<file path="src/rtl/output_serializer.sv">
// Output port of the Basic Computer: latches a word into OUTR, drops FGO and
// sends it as an async serial frame (start, data LSB first, stop).
//
// state   | meaning
// --------+-----------------------------------------------------------
// S_IDLE  | line high, FGO=1, waiting for an OUT strobe
// S_START | start bit (low) on the line
// S_DATA  | data bit bit_q of OUTR on the line
// S_STOP  | stop bit (high) on the line; FGO rises on its last edge
module output_serializer #(
  parameter int DATA_WIDTH     = 8,
  parameter int CLOCKS_PER_BIT = 4
) (
  input  logic                  clock,
  input  logic                  reset,
  input  logic                  load_in,
  input  logic [DATA_WIDTH-1:0] data_in,
  output logic                  fgo_out,
  output logic                  serial_out,
  output logic                  busy_out,
  output logic [DATA_WIDTH-1:0] outr_out
);

  localparam int CW = (CLOCKS_PER_BIT > 1) ? $clog2(CLOCKS_PER_BIT) : 1;
  localparam int BW = (DATA_WIDTH > 1) ? $clog2(DATA_WIDTH) : 1;
  localparam logic [CW-1:0] CYC_LAST = CW'(CLOCKS_PER_BIT - 1);
  localparam logic [BW-1:0] BIT_LAST = BW'(DATA_WIDTH - 1);

  typedef enum logic [1:0] {S_IDLE, S_START, S_DATA, S_STOP} state_t;

  state_t                state_q, state_d;
  logic [CW-1:0]         cyc_q, cyc_d;
  logic [BW-1:0]         bit_q, bit_d;
  logic [DATA_WIDTH-1:0] outr_q, outr_d;
  logic                  fgo_q, fgo_d;
  logic                  serial_q, serial_d;

  logic          cyc_end;
  logic          bit_end;
  logic          accept;
  logic [BW-1:0] bit_nxt;

  assign cyc_end = (cyc_q == CYC_LAST);
  assign bit_end = (bit_q == BIT_LAST);
  assign accept  = load_in && fgo_q && (state_q == S_IDLE);
  assign bit_nxt = bit_q + BW'(1);

  always_ff @(posedge clock or posedge reset) begin
    if (reset) begin
      state_q  <= S_IDLE;
      cyc_q    <= '0;
      bit_q    <= '0;
      outr_q   <= '0;
      fgo_q    <= 1'b1;
      serial_q <= 1'b1;
    end else begin
      state_q  <= state_d;
      cyc_q    <= cyc_d;
      bit_q    <= bit_d;
      outr_q   <= outr_d;
      fgo_q    <= fgo_d;
      serial_q <= serial_d;
    end
  end

  always_comb begin
    state_d = state_q;
    case (state_q)
      S_IDLE:  if (accept) state_d = S_START;
      S_START: if (cyc_end) state_d = S_DATA;
      S_DATA:  if (cyc_end && bit_end) state_d = S_STOP;
      S_STOP:  if (cyc_end) state_d = S_IDLE;
      default: state_d = S_IDLE;
    endcase
  end

  // Line and FGO are computed one edge ahead so every output comes from a flop.
  always_comb begin
    cyc_d    = cyc_q;
    bit_d    = bit_q;
    outr_d   = outr_q;
    fgo_d    = fgo_q;
    serial_d = serial_q;
    case (state_q)
      S_IDLE: begin
        serial_d = 1'b1;
        if (accept) begin
          outr_d   = data_in;
          fgo_d    = 1'b0;
          serial_d = 1'b0;
          cyc_d    = '0;
        end
      end
      S_START: begin
        if (cyc_end) begin
          cyc_d    = '0;
          bit_d    = '0;
          serial_d = outr_q[0];
        end else begin
          cyc_d = cyc_q + CW'(1);
        end
      end
      S_DATA: begin
        if (cyc_end) begin
          cyc_d = '0;
          if (bit_end) begin
            serial_d = 1'b1;
          end else begin
            bit_d    = bit_nxt;
            serial_d = outr_q[bit_nxt];
          end
        end else begin
          cyc_d = cyc_q + CW'(1);
        end
      end
      S_STOP: begin
        serial_d = 1'b1;
        if (cyc_end) begin
          cyc_d = '0;
          fgo_d = 1'b1;
        end else begin
          cyc_d = cyc_q + CW'(1);
        end
      end
      default: begin
        cyc_d    = '0;
        bit_d    = '0;
        fgo_d    = 1'b1;
        serial_d = 1'b1;
      end
    endcase
  end

  assign fgo_out    = fgo_q;
  assign busy_out   = ~fgo_q;
  assign serial_out = serial_q;
  assign outr_out   = outr_q;

endmodule

</file>
<file path="config.mk">
export PLATFORM = sky130hd
export DESIGN_NAME = output_serializer
export DESIGN_NICKNAME = d
export VERILOG_FILES = /design/src/rtl/output_serializer.sv
export SDC_FILE = /design/constraint.sdc
export NUM_CORES = 1
export LEC_CHECK = 0
export CORE_ASPECT_RATIO = 1.25
export CORE_UTILIZATION = 50
export CTS_CLUSTER_SIZE = 20
export DETAILED_ROUTE_END_ITERATION = 7
export PLACE_DENSITY = 0.8
export RECOVER_POWER = 25
export SLEW_MARGIN = 10
export SYNTH_ARGS = -nofsm -noshare
export SYNTH_HDL_FRONTEND = slang
export SYNTH_SLANG_ARGS = --single-unit
</file>
<file path="constraint.sdc">
create_clock -name clock -period 4.9 [get_ports clock]
set_clock_uncertainty 0.15 [all_clocks]
set_input_delay 0.98 -clock clock [delete_from_list [all_inputs] [get_ports clock]]
set_output_delay 0.98 -clock clock [all_outputs]
set_load 0.02 [all_outputs]
</file>
==> results.md <==
* Status: complete, no violations
* First-pass GRT wire length at 2780 µm
* Maximum vdd drop at 173.6 µV
* Critical path class: flop to output port
* Die area at roughly 0.0020 mm²
* CP max stage delay at slightly above 600 ps
* Setup TNS at 0 ps
* Ant. Diodes at 0
* Hold WC Path Type: flop to flop
* Setup ws final at between 2000 and 2500 ps
* CP bufs+invs at 1
* Setup bufs post-CTS at 0
* Worst Tran Pin Value at about 640 ps
* Reg2reg end: state_q[1]
* Final Power at ~230 µW
* Largest net degree at the start of global routing at 18
* Fin crit period at 2624 ps
* Final period util at a little over half
* Post-detail-place hpwl at approximately 1300 µm
* CP Capture Type: output port
* Sequence of cells on the critical path: clkdlybuf4s50_1
* Hold path startpoint: cyc_q[0]
* Total congestion overflow at 0
* Post-cts hold buffer count at 0
* Hold EP: cyc_q[0]
* Layout net count at 116
* Row Count at 17
* Die Y at roughly 50 µm
* Fin area at approximately 0.0012 mm²
* CP max-delay cell: clkdlybuf4s50_1
* Main area contributors after synthesis: dfrtp_1 40%, mux2_2 12%, ha_1 9.4%
* Initial antenna violation count at 0
* IO Pins at 22
* Lkg Pwr at around 0.52 nW
* Crit path launch: fgo_out
* H-tree depth at 1
* Asr flop ratio synth at 100.0%
* Synth Register Bits at 17
* PwrDens at between 150 and 200 mW/mm²
* Initial Utilization at between 50% and 60%
* Clock Latency Late Sink at 300 ps
* Worst Hold Slack at ~360 ps
* Vias per inst at between 5 and 6
* Primary FF master, synth: dfrtp_1
* Post-DP Area at about 0.0011 mm²
* Dominant cell type by area after synthesis: dfrtp_1
* Required @ worst endpoint at 3770 ps
* Area share of the leading cell type in the synthesized netlist at 40.32%
* Post-cts resize count at 0
* Root buf cell: clkbuf_4
* Syn Area/Cell at 12.41 µm²
* DRC viols at 0
* R2R Path Start: bit_q[0]
* Clock tree buffer depth at 2
* Number of port buffers at 21
* Max-cap violations at 0
* Synthesized instance count at 75
* Pre-antenna DRT Iters at 5
* Post-synth EDFFs at 0
* Worst Hold Path Cells at 1
* Initial drt markers at 8
* WL per Instance at approximately 15 µm
* Placement Setup Slack at roughly 2400 ps
* Post-Syn Nets at 93
* Vias after detailed routing at between 600 and 700
* Count of final hold-check violations at 0
* Fmax achieved at roughly 0.38 GHz
* Layout cells sized above 1 at between 20% and 30%
* RSZ-0062 raised after global routing: false
* Startpoint Class: flop
* P&R area growth vs syn at 25.67%
* RD Place Congestion at roughly 0.67
* Post-placement cell count at between 100 and 150
* Crit path max-delay family: buffers and inverters
* Total core area at about 0.0018 mm²
* Slew margin rel. at between 50% and 60%
* Total Routing Usage GR at between 20% and 30%
* CTS sink cnt at 17
* Unique masters post-synth at 27
* Post-DRT Antenna Nets at 0
* Total wire length at 1710 µm
* CTS tree: yes
* Register area share after synthesis at 45.97%
* CTS Buf Count at 3
* CTS clk-pin slew, worst paths at around 100 ps
* Vias in the first global route at 653
* Post-Syn Area at roughly 930 µm²
* CP arrival at between 1000 and 1500 ps
* Core Util, Final at between 60% and 70%
* Slack of the worst reg-to-reg path at 2930 ps
* Slew Viols, Final at 0
* Critical path depth at 1
* Yosys Warn Count at 0
* Crit-path max FO at 5
* Final Setup Violations at 0
* Die width at around 40 µm
* Reg2reg path depth at 5
* Finished Layout Cells at about 120
-- state kept, by name, summed over array words and instances (netlist names) --
name	count
fgo_out	1
serial_out	1
cyc_q	2
state_q	2
bit_q	3
outr_out	8
-- metal layers --
metal	wire length (µm)	GRT usage (%)
met1	795	27.03
met2	836	29.89
met3	44	2.655
met4	34	13.33
met5	0	0
-- report_power, final --
part / switching, mW / internal [mW]
Clock: 0.0467 / 0.0318
Sequential: 0 / 0.140
Combinational: 0.00385 / 0.00672
-- cell usage after synthesis (2+ instances only) --
master,count
mux2_2,10
ha_1,7
a21oi_1,3
inv_1,5
nand2_1,3
o21ai_0,2
dfrtp_1,15
dfstp_2,2
nand3b_1,2
nand3_1,3
a22o_1,4
mux2i_1,3
buf_2,2
-- area by class of cell --
cell class                 instances  area [µm²]
fill                             151       595.6
inverter                           5       18.77
tap                               19       23.77
sequential                        17       427.9
clock buffer                       4       26.28
timing repair buffer              21       210.2
multi-input combinational         50       462.9
-- worst max path at each step --
stage	end	slack [ps]
CTS	fgo_out	2270
global route	fgo_out	2250
floorplan	state_q[1]	2980
finish	fgo_out	2280
detailed placement	state_q[1]	2400
global placement	state_q[1]	2420
-- cell usage in the layout, fill, tap and decap left out --
cell type        count
clkbuf_4             3
o21bai_1             1
a21oi_1              3
o21ai_0              2
ha_1                 7
nand2_1              3
a41oi_1              1
nand2b_1             1
mux2_2              10
a211o_1              1
o21ba_2              1
a221oi_2             1
a22o_2               1
o32a_1               1
dfstp_2              2
inv_1                5
nand3_1              3
nor2b_1              1
dfrtp_1             15
clkdlybuf4s50_1     19
mux2i_1              3
a22o_1               4
nand3_2              1
nand3b_1             2
clkbuf_1             1
dlygate4sd3_1        2
o22a_1               1
o31ai_1              1
mux4_2               1
-- logic make-up (layout without fill, tap and decap cells) --
family | after synthesis | after routing | synth area share, %
AO/OA/AOI/OAI | 18 | 18 | 15.73
flip-flops | 17 | 17 | 45.97
multiplexers | 14 | 14 | 17.74
buffers and inverters | 8 | 30 | 4.301
AND/OR/NAND/NOR | 11 | 11 | 6.855
adder cells (fa/ha/maj) | 7 | 7 | 9.408
(Power assumes the default switching activity.)
